File: config.mk
export PLATFORM = sky130hd
export DESIGN_NAME = rv32m_muldiv_unit
export DESIGN_NICKNAME = d
export VERILOG_FILES = /design/src/rtl/rv32m_muldiv_unit_pkg.sv /design/src/rtl/rv32m_div_iter.sv /design/src/rtl/rv32m_muldiv_unit.sv
export SDC_FILE = /design/constraint.sdc
export NUM_CORES = 2
export LEC_CHECK = 0
export CORE_MARGIN = 1
export CORE_UTILIZATION = 45
export CTS_BUF_LIST = sky130_fd_sc_hd__clkbuf_4 sky130_fd_sc_hd__clkbuf_8 sky130_fd_sc_hd__clkbuf_16
export DETAILED_ROUTE_END_ITERATION = 6
export GPL_TIMING_DRIVEN = 0
export PLACE_DENSITY = 0.61
export SLEW_MARGIN = 10
export SYNTH_ARGS = -nofsm -noshare
export SYNTH_HDL_FRONTEND = slang
export SYNTH_SLANG_ARGS = --single-unit
export TNS_END_PERCENT = 30
File: constraint.sdc
create_clock -name clk -period 18.1 [get_ports clk]
set_input_delay 3.62 -clock clk [delete_from_list [all_inputs] [get_ports clk]]
set_output_delay 3.62 -clock clk [all_outputs]
set_load 0.05 [all_outputs]
File: src/rtl/rv32m_muldiv_unit_pkg.sv
// Shared RV32M definitions: decode constants, FSM state encoding and a decode helper
// used by the multiply/divide unit.
package rv32m_muldiv_unit_pkg;

  localparam logic [6:0] RV32M_FUNCT7 = 7'b0000001;

  localparam logic [2:0] RV32M_FUNCT3_MUL    = 3'b000;
  localparam logic [2:0] RV32M_FUNCT3_MULH   = 3'b001;
  localparam logic [2:0] RV32M_FUNCT3_MULHSU = 3'b010;
  localparam logic [2:0] RV32M_FUNCT3_MULHU  = 3'b011;
  localparam logic [2:0] RV32M_FUNCT3_DIV    = 3'b100;
  localparam logic [2:0] RV32M_FUNCT3_DIVU   = 3'b101;
  localparam logic [2:0] RV32M_FUNCT3_REM    = 3'b110;
  localparam logic [2:0] RV32M_FUNCT3_REMU   = 3'b111;

  typedef enum logic [2:0] {
    ST_IDLE     = 3'd0,
    ST_MUL      = 3'd1,
    ST_DIV_INIT = 3'd2,
    ST_DIV_ITER = 3'd3,
    ST_DIV_FIX  = 3'd4,
    ST_DONE     = 3'd5
  } muldiv_state_t;

  function automatic logic funct3_is_signed_div(input logic [2:0] f);
    return (f == RV32M_FUNCT3_DIV) || (f == RV32M_FUNCT3_REM);
  endfunction

endpackage

File: src/rtl/rv32m_div_iter.sv
// Iterative restoring divider core on unsigned operands; retires
// DIV_BITS_PER_CYCLE quotient bits per clock after a one-cycle load on i_start.
module rv32m_div_iter #(
  parameter int XLEN               = 32,
  parameter int DIV_BITS_PER_CYCLE = 1
) (
  input  logic            clk,
  input  logic            rst_n,
  input  logic            i_start,
  input  logic            i_abort,
  input  logic [XLEN-1:0] i_dividend,
  input  logic [XLEN-1:0] i_divisor,
  output logic            o_done,
  output logic [XLEN-1:0] o_quotient,
  output logic [XLEN-1:0] o_remainder
);

  localparam int STEPS = XLEN / DIV_BITS_PER_CYCLE;
  localparam int CNT_W = $clog2(STEPS + 1);
  localparam logic [CNT_W-1:0] CNT_LOAD = CNT_W'(STEPS);

  logic             r_active;
  logic [CNT_W-1:0] r_count;
  logic [XLEN-1:0]  r_quo;
  logic [XLEN-1:0]  r_rem;
  logic [XLEN-1:0]  r_divisor;

  logic [XLEN:0]    w_step_rem;
  logic [XLEN-1:0]  w_step_quo;

  // The partial remainder gets one spare bit: shifting in a dividend bit can
  // briefly reach twice the divisor before the trial subtraction.
  always_comb begin
    w_step_rem = {1'b0, r_rem};
    w_step_quo = r_quo;
    for (int i = 0; i < DIV_BITS_PER_CYCLE; i++) begin
      w_step_rem = {w_step_rem[XLEN-1:0], w_step_quo[XLEN-1]};
      w_step_quo = {w_step_quo[XLEN-2:0], 1'b0};
      if (w_step_rem >= {1'b0, r_divisor}) begin
        w_step_rem    = w_step_rem - {1'b0, r_divisor};
        w_step_quo[0] = 1'b1;
      end
    end
  end

  always_ff @(posedge clk or negedge rst_n) begin
    if (!rst_n) begin
      r_active  <= 1'b0;
      r_count   <= '0;
      r_quo     <= '0;
      r_rem     <= '0;
      r_divisor <= '0;
    end else if (i_abort) begin
      r_active <= 1'b0;
    end else if (i_start) begin
      r_active  <= 1'b1;
      r_count   <= CNT_LOAD;
      r_quo     <= i_dividend;
      r_rem     <= '0;
      r_divisor <= i_divisor;
    end else if (r_active) begin
      r_quo   <= w_step_quo;
      r_rem   <= w_step_rem[XLEN-1:0];
      r_count <= r_count - CNT_W'(1);
      if (r_count == CNT_W'(1)) r_active <= 1'b0;
    end
  end

  // Done flags the final step, so the quotient is complete at the next edge.
  assign o_done      = r_active && (r_count == CNT_W'(1));
  assign o_quotient  = r_quo;
  assign o_remainder = r_rem;

endmodule

File: src/rtl/rv32m_muldiv_unit.sv
// RV32M multiply/divide execution unit: single-cycle multiplier, iterative
// divider, valid/ready request and response handshakes with flush support.
module rv32m_muldiv_unit
  import rv32m_muldiv_unit_pkg::*;
#(
  parameter int XLEN               = 32,
  parameter int DIV_BITS_PER_CYCLE = 1,
  parameter int TAG_W              = 5
) (
  input  logic             clk,
  input  logic             rst_n,
  input  logic             flush_i,
  input  logic             req_valid_i,
  output logic             req_ready_o,
  input  logic [2:0]       funct3_i,
  input  logic [XLEN-1:0]  op_a_i,
  input  logic [XLEN-1:0]  op_b_i,
  input  logic [TAG_W-1:0] tag_i,
  output logic             resp_valid_o,
  input  logic             resp_ready_i,
  output logic [XLEN-1:0]  result_o,
  output logic [TAG_W-1:0] tag_o,
  output logic             busy_o
);

  localparam logic [XLEN-1:0] MOST_NEG = {1'b1, {(XLEN-1){1'b0}}};

  muldiv_state_t    r_state;
  muldiv_state_t    w_state_next;
  logic [2:0]       r_funct3;
  logic [XLEN-1:0]  r_op_a;
  logic [XLEN-1:0]  r_op_b;
  logic [XLEN-1:0]  r_result;
  logic [TAG_W-1:0] r_tag;
  logic             r_sign_a;
  logic             r_sign_b;
  logic             r_div_zero;
  logic             r_overflow;

  logic w_accept;
  logic w_req_signed;
  logic w_req_b_zero;
  logic w_req_overflow;

  assign w_accept       = req_valid_i && (r_state == ST_IDLE) && !flush_i;
  assign w_req_signed   = funct3_is_signed_div(funct3_i);
  assign w_req_b_zero   = (op_b_i == '0);
  assign w_req_overflow = w_req_signed && (op_a_i == MOST_NEG) && (op_b_i == '1);

  // Extending to 2*XLEN makes the low half of one unsigned product correct for every signedness mix.
  logic                w_mul_a_signed;
  logic                w_mul_b_signed;
  logic [2*XLEN-1:0]   w_mul_a;
  logic [2*XLEN-1:0]   w_mul_b;
  logic [2*XLEN-1:0]   w_product;
  logic [XLEN-1:0]     w_mul_result;

  assign w_mul_a_signed = (r_funct3 == RV32M_FUNCT3_MULH) || (r_funct3 == RV32M_FUNCT3_MULHSU);
  assign w_mul_b_signed = (r_funct3 == RV32M_FUNCT3_MULH);
  assign w_mul_a        = {{XLEN{w_mul_a_signed & r_op_a[XLEN-1]}}, r_op_a};
  assign w_mul_b        = {{XLEN{w_mul_b_signed & r_op_b[XLEN-1]}}, r_op_b};
  assign w_product      = w_mul_a * w_mul_b;
  assign w_mul_result   = (r_funct3 == RV32M_FUNCT3_MUL) ? w_product[XLEN-1:0]
                                                         : w_product[2*XLEN-1:XLEN];

  logic            w_div_start;
  logic            w_div_done;
  logic [XLEN-1:0] w_abs_a;
  logic [XLEN-1:0] w_abs_b;
  logic [XLEN-1:0] w_quotient;
  logic [XLEN-1:0] w_remainder;

  assign w_div_start = (r_state == ST_DIV_INIT);
  assign w_abs_a     = r_sign_a ? -r_op_a : r_op_a;
  assign w_abs_b     = r_sign_b ? -r_op_b : r_op_b;

  rv32m_div_iter #(
    .XLEN               (XLEN),
    .DIV_BITS_PER_CYCLE (DIV_BITS_PER_CYCLE)
  ) u_div_iter (
    .clk         (clk),
    .rst_n       (rst_n),
    .i_start     (w_div_start),
    .i_abort     (flush_i),
    .i_dividend  (w_abs_a),
    .i_divisor   (w_abs_b),
    .o_done      (w_div_done),
    .o_quotient  (w_quotient),
    .o_remainder (w_remainder)
  );

  logic [XLEN-1:0] w_quo_fixed;
  logic [XLEN-1:0] w_rem_fixed;
  logic [XLEN-1:0] w_div_result;

  assign w_quo_fixed = (r_sign_a ^ r_sign_b) ? -w_quotient : w_quotient;
  assign w_rem_fixed = r_sign_a ? -w_remainder : w_remainder;

  // Special cases bypass the divider and resolve here; funct3[1] selects remainder.
  always_comb begin
    if (r_div_zero)      w_div_result = r_funct3[1] ? r_op_a : '1;
    else if (r_overflow) w_div_result = r_funct3[1] ? '0 : r_op_a;
    else                 w_div_result = r_funct3[1] ? w_rem_fixed : w_quo_fixed;
  end

  always_comb begin
    w_state_next = r_state;
    if (flush_i) begin
      w_state_next = ST_IDLE;
    end else begin
      case (r_state)
        ST_IDLE: begin
          if (w_accept) begin
            if (!funct3_i[2])                       w_state_next = ST_MUL;
            else if (w_req_b_zero || w_req_overflow) w_state_next = ST_DIV_FIX;
            else                                     w_state_next = ST_DIV_INIT;
          end
        end
        ST_MUL:      w_state_next = ST_DONE;
        ST_DIV_INIT: w_state_next = ST_DIV_ITER;
        ST_DIV_ITER: if (w_div_done) w_state_next = ST_DIV_FIX;
        ST_DIV_FIX:  w_state_next = ST_DONE;
        ST_DONE:     if (resp_ready_i) w_state_next = ST_IDLE;
        default:     w_state_next = ST_IDLE;
      endcase
    end
  end

  always_ff @(posedge clk or negedge rst_n) begin
    if (!rst_n) r_state <= ST_IDLE;
    else        r_state <= w_state_next;
  end

  always_ff @(posedge clk or negedge rst_n) begin
    if (!rst_n) begin
      r_funct3   <= '0;
      r_op_a     <= '0;
      r_op_b     <= '0;
      r_tag      <= '0;
      r_result   <= '0;
      r_sign_a   <= 1'b0;
      r_sign_b   <= 1'b0;
      r_div_zero <= 1'b0;
      r_overflow <= 1'b0;
    end else begin
      if (w_accept) begin
        r_funct3   <= funct3_i;
        r_op_a     <= op_a_i;
        r_op_b     <= op_b_i;
        r_tag      <= tag_i;
        r_sign_a   <= w_req_signed & op_a_i[XLEN-1];
        r_sign_b   <= w_req_signed & op_b_i[XLEN-1];
        r_div_zero <= w_req_b_zero;
        r_overflow <= w_req_overflow;
      end
      if ((r_state == ST_MUL) && !flush_i)     r_result <= w_mul_result;
      if ((r_state == ST_DIV_FIX) && !flush_i) r_result <= w_div_result;
    end
  end

  assign req_ready_o  = (r_state == ST_IDLE);
  assign resp_valid_o = (r_state == ST_DONE);
  assign busy_o       = (r_state != ST_IDLE);
  assign result_o     = r_result;
  assign tag_o        = r_tag;

endmodule

Word level (Yosys, flattened, before mapping)
Index checks and enable logic that the tools add are counted.
W data, S select, Z words.
{"block": "totals", "ff_bits": 214, "input_bits": 77, "out_inout_bits": 40, "wordCells": 96}
{"block": "op_classes", "n_addsub": 6, "mul": 1, "n_lt_le_gt_ge": 1, "n_eq_ne": 15, "muxes": 31, "bitwise_logic": 6, "reduce_logical": 21}
{"op": "$mux W32", "n": 17}
{"op": "$neg A32 Y32", "n": 4}
{"op": "$eq A32 B32 Y1 const B", "n": 2}
{"op": "$mul A33 B33 Y64", "n": 1}
{"op": "$ge A33 B32 Y1", "n": 1}
{"op": "$logic_not A32 Y1", "n": 1}
{"op": "$sub A32 B32 Y32", "n": 1}
{"op": "$mux W3", "n": 6}
{"op": "$pmux W3 S5", "n": 1}
{"op": "$eq A3 B3 Y1 const B", "n": 4}
{"op": "$mux W6", "n": 2}
{"op": "$eq A3 B2 Y1 const B", "n": 3}
{"op": "$ne A3 B2 Y1 const B", "n": 3}
{"op": "$logic_and A1 B1 Y1", "n": 7}
{"op": "$eq A3 B1 Y1 const B", "n": 2}
{"op": "$eq A6 B1 Y1 const B", "n": 1}
{"op": "$logic_not A3 Y1", "n": 2}
{"op": "$sub A6 B1 Y6 const B", "n": 1}
{"op": "$mux W1", "n": 5}
{"op": "$and A1 B1 Y1", "n": 4}
{"op": "$reduce_and A2 Y1", "n": 2}
{"op": "$reduce_bool A2 Y1", "n": 2}
{"op": "$logic_or A1 B1 Y1", "n": 3}
{"op": "$reduce_and A3 Y1", "n": 1}
{"op": "5 further kinds", "n": 5}

Longest topological paths before layout
{"block": "depth", "depth_word": 10, "ltp_mapped": 32, "depth_no_buf": 29}

Hierarchy
From an unflattened synthesis, not the netlist that was laid out.
{"block": "unflattened", "cells_unflattened": 5935, "hier_area_um2": 52537.9}
{"mod": "rv32m_muldiv_unit", "instances": 1, "cells_each": 5239, "area_per_inst_um2": 46313.2, "seq_area_each_um2": 2777.7}
{"mod": "rv32m_div_iter", "instances": 1, "cells_each": 696, "area_per_inst_um2": 6224.7, "seq_area_each_um2": 2577.5}

Worst setup path after synthesis
Ideal clock, no wire load.
{"block": "synth_timing", "path_type": "reg-to-reg", "startpoint": "reg r_funct3[0]", "endpoint": "reg r_result[27], in the netlist result_o[27]", "setup_time_ns": 0.094, "arrival_time_ns": 8.303, "required_time_ns": 18.006, "slack_ns": 9.702, "path_stages_with_launch": 29, "path_buffers": 2, "period_less_slack_ns": 8.398, "path_cell_list": "dfrtp_1 -> clkbuf_1 -> xnor2_1 -> nor3b_1 -> clkbuf_1 -> nand2_1 -> fa_1 -> fa_1 -> inv_1 -> fa_1 -> inv_1 -> fa_1 -> inv_1 -> fa_1 -> fa_1 -> fa_1 -> inv_1 -> fa_1 -> inv_1 -> ha_1 -> a21oi_1 -> nor2b_1 -> o21ai_0 -> nand2_1 -> a311oi_1 -> a32oi_2 -> a311o_1 -> xnor2_1 -> a211oi_1"}
{"block": "synth_via", "elab_chain_cells": 7, "elab_cells_between_ends": 10, "classes_between": "mul: 1; eq/ne: 2; mux: 3; bitwise: 2; reduce/logical: 2"}
{"element": "start: declaration", "line": "rv32m_muldiv_unit.sv:30", "source": "logic [2:0] r_funct3;"}
{"element": "start signal: assignment", "line": "rv32m_muldiv_unit.sv:147", "source": "r_funct3 <= funct3_i;"}
{"element": "$eq A3 B1 Y1 / $eq A3 B2 Y1 (equally long branches)", "line": "rv32m_muldiv_unit.sv:58, rv32m_muldiv_unit.sv:59"}
{"element": "$logic_or A1 B1 Y1", "line": "rv32m_muldiv_unit.sv:58", "source": "assign w_mul_a_signed = (r_funct3 == RV32M_FUNCT3_MULH) || (r_funct3 == RV32M_FUNCT3_MULHSU);"}
{"element": "$and A1 B1 Y1", "line": "rv32m_muldiv_unit.sv:60", "source": "assign w_mul_a = {{XLEN{w_mul_a_signed & r_op_a[XLEN-1]}}, r_op_a};"}
{"element": "$mul A33 B33 Y64", "line": "rv32m_muldiv_unit.sv:62", "source": "assign w_product = w_mul_a * w_mul_b;"}
{"element": "$mux W32 *", "line": "rv32m_muldiv_unit.sv:63", "source": "assign w_mul_result = (r_funct3 == RV32M_FUNCT3_MUL) ? w_product[XLEN-1:0]"}
{"element": "$mux W32 *", "line": "rv32m_muldiv_unit.sv:156", "source": "if ((r_state == ST_MUL) && !flush_i) r_result <= w_mul_result;"}
{"element": "$mux W32 *", "line": "rv32m_muldiv_unit.sv:157", "source": "if ((r_state == ST_DIV_FIX) && !flush_i) r_result <= w_div_result;"}
{"element": "end signal: assignment", "line": "rv32m_muldiv_unit.sv:156"}
{"element": "end signal: assignment", "line": "rv32m_muldiv_unit.sv:157"}
{"element": "end: declaration", "line": "rv32m_muldiv_unit.sv:33", "source": "logic [XLEN-1:0] r_result;"}
Mark *: on every way between the ends. The rest lies on a longest branch, timed or not. The select of a mux whose other input is x is not followed.
A chain may end at the register's enable or synchronous reset.

Worst setup path in the final report
{"block": "layout_timing", "startpoint": "reg r_op_a[31]", "endpoint": "reg r_result[24], in the netlist result_o[24]"}
{"block": "layout_via", "elab_chain_cells": 5}
{"element": "start: declaration", "line": "rv32m_muldiv_unit.sv:31", "source": "logic [XLEN-1:0] r_op_a;"}
{"element": "start signal: assignment", "line": "rv32m_muldiv_unit.sv:148", "source": "r_op_a <= op_a_i;"}
{"element": "$and A1 B1 Y1", "line": "rv32m_muldiv_unit.sv:60"}
{"element": "$mul A33 B33 Y64 *", "line": "rv32m_muldiv_unit.sv:62"}
{"element": "$mux W32 *", "line": "rv32m_muldiv_unit.sv:63"}
{"element": "$mux W32 *", "line": "rv32m_muldiv_unit.sv:156"}
{"element": "$mux W32 *", "line": "rv32m_muldiv_unit.sv:157"}
Marks and branches as above.

==> key figures <==
Yosys
  • Synth warnings: 0
  • Syn avg cell area: 8.91 sq um
  • Post-Syn Nets: roughly 7300
  • Yosys top cell by area: fa_1
  • Post-synth ARST share: 100%
  • Synthesized area: 52400 sq um
  • Post-synth cell types: 96
  • Post-synth top area share: a little over two fifths
  • Syn Inst Count: approximately 5900
  • Register area share after synthesis: approximately 10%
  • Synth top cells by count: inv_1, fa_1, nand2_1, and2_1, clkbuf_1
  • Top_reg_cell synth: dfrtp_1
  • EDFF count, synth: 0
  • Most common cell in the netlist: inv_1
  • Area contributors post-synth: fa_1, dfrtp_1, inv_1
  • Flops & latches, synth: ~210

STA
  • Fmax: between 0.08 and 0.09 GHz
  • Setup TNS: 0 ps
  • Worst Tran Pin Value: 1410 ps
  • Period utilization: between 60% and 70%
  • Final Hold Viols: 0
  • Max-slew violation count: 0
  • Fin worst setup slack: 6760 ps
  • Tmin final: 11340 ps
  • RSZ-0062 raised after global routing: no
  • Relative slew slack: 6.30%
  • Worst clock skew: 16.9 ps
  • Setup violators final: 0

Routing
  • Antenna Nets Post-Route: 0
  • Via count: 43500
  • Drt via density: 5.75
  • Drt first pass iters: 6
  • DRT iter0 DRCs: 4496
  • Residual DRC: 0
  • Final WL: ~210000 microns
  • WL/cell: roughly 28 microns

CTS
  • CTS tree: built
  • Post-CTS Hold Buffers: 0
  • Clk sink count: 214
  • TritonCTS Buffers: 25
  • Clock Latency Late Sink: 570 ps
  • Post_cts resized: 0
  • Clock Tree Root: clkbuf_16
  • H-tree Lvls: 1
  • Post-CTS Setup Bufs: 0
  • Clk buf depth: 3
  • Clk slew on worst S/H paths: 60 ps

Placed design
  • GP Congestion: 1.03
  • Placed inst area: around 56000 sq um
  • # port buffers: 115
  • DP HPWL: 173000 microns
  • Setup slack at placement: 7000 ps

GRT
  • Antenna violations before repair: 20
  • Remaining Overflow, GRT: 0
  • Vias in the first global route: 44000
  • Gr usage total: 36.0%
  • Largest net degree at the start of global routing: 100
  • First-pass GRT wire length: roughly 300000 microns

Finish
  • Share of cells above drive strength 1: around 3.6%
  • Synth-to-layout area growth: 7.75%
  • Finished Cell Area: between 50000 and 60000 sq um
  • Nets: 7477
  • # fillers: 11200

Floorplan
  • Initial Util: 45.6%
  • DIE AREA: 118000 sq um
  • Rows: 124
  • # IOs: roughly 120
  • Die height: 343 microns
  • Core ar.: 115000 sq um
  • Die width: ~340 microns

Run
  • Maxcap violations: 0

Worst hold path
  • Worst min path class: reg -> reg

Setup path
  • Critical path endpoint category: register
  • Critical path type: reg -> reg
  • CP Max Fanout: 10
  • Worst Path Required: 18550 ps
  • CP arrival: 11790 ps
  • Worst setup SP type: register
  • Flop-to-flop setup slack: 6760 ps

Outcome
  • Outcome: complete, no violations
flip-flops by register name (all words and copies together) (netlist names):
register / count
r_op_b: 32
tag_o: 5
r_op_a: 32
result_o: 32
u_div_iter.r_divisor: 32
r_sign_a: 1
u_div_iter.o_remainder: 32
r_state: 3
r_div_zero: 1
r_sign_b: 1
u_div_iter.r_count: 6
r_funct3: 3
u_div_iter.r_active: 1
u_div_iter.o_quotient: 32
r_overflow: 1
critical path: stages (launching register included):
cell	delay [ps]
dfrtp_1	340
clkbuf_1	540
nor3b_1	780
clkbuf_1	700
nand2_1	310
fa_1	620
fa_1	500
inv_1	70
fa_2	790
inv_1	280
fa_1	540
inv_1	50
fa_1	480
fa_1	550
inv_1	50
fa_1	450
fa_1	500
inv_1	110
ha_1	340
clkbuf_1	390
nand3_1	260
a2111oi_0	930
o21ba_2	220
o21a_2	200
o211ai_1	160
a21boi_0	640
o31ai_1	160
o221a_2	250
area by class of cell:
type / count / area, sq um / area share [%]
clock buffers: 33 / 717 / 1.27
diodes: 16 / 40.0 / 0.0709
flip-flops and latches: 214 / 5360 / 9.49
well taps: 1512 / 1890 / 3.35
repair buffers: 118 / 1220 / 2.16
clock inverters: 13 / 156 / 0.277
multi-input cells: 4064 / 41000 / 72.7
inverters: 1233 / 4630 / 8.20
plain buffers: 368 / 1420 / 2.51
cell usage in the layout, fill, tap and decap left out, types with 114 or more instances in the layout:
cell             synthesis  final
nor2_1                 142    142
and2_1                 316    316
a21oi_1                149    149
clkbuf_1               283    270
o21ai_0                199    199
clkdlybuf4s50_1          0    114
dfrtp_1                214    214
ha_1                   250    250
inv_1                 1232   1232
xor2_1                 128    128
fa_1                  1126   1125
nand2_1                957    957
per-stage QoR:
stage / utilization (%) / hold WS [ps] / cells
after floorplan: - / 450 / 5879
after global placement: 48.3 / 465 / 7506
after detailed placement: 48.4 / 471 / 7509
after CTS: 49.1 / 486 / 7555
after global routing: 49.1 / 503 / 7558
final: 49.2 / 487 / 7571
final timing paths:
check                                   startpoint                         end  cells after the start
max in group asynchronous                    rst_n  u_div_iter.o_remainder[16]                      3
min in group asynchronous                    rst_n   u_div_iter.o_quotient[13]                      1
max                                     r_op_a[31]                result_o[24]                     27
max reg2reg                             r_op_a[31]                result_o[24]                     27
min reg2reg                u_div_iter.r_divisor[8]     u_div_iter.r_divisor[8]                      2
min                        u_div_iter.r_divisor[8]     u_div_iter.r_divisor[8]                      2
routing by layer:
layer / share of wire, % / track usage (%) / up-vias
li1: - / - / 18200
met1: 41 / 49.6 / 22600
met2: 43 / 54.0 / 2280
met4: 5.6 / 16.6 / 2
met5: 0.0053 / 0 / -
met3: 10 / 8.10 / 425
logic make-up (layout without fill, tap and decap cells):
group | count (synthesis) | after routing | synth area share, %
adder cells (fa/ha/maj) | 1376 | 1376 | 49.0
multiplexers | 93 | 93 | 1.96
XOR/XNOR | 217 | 217 | 3.63
AO/OA/AOI/OAI | 713 | 713 | 8.84
other | 0 | 16 | 0
flip-flops | 214 | 214 | 10.2
buffers and inverters | 1601 | 1765 | 11.5
AND/OR/NAND/NOR | 1665 | 1665 | 14.8
Power is not shown: default switching activity piles up to over one toggle a cycle in this logic, so the estimate is an artifact.
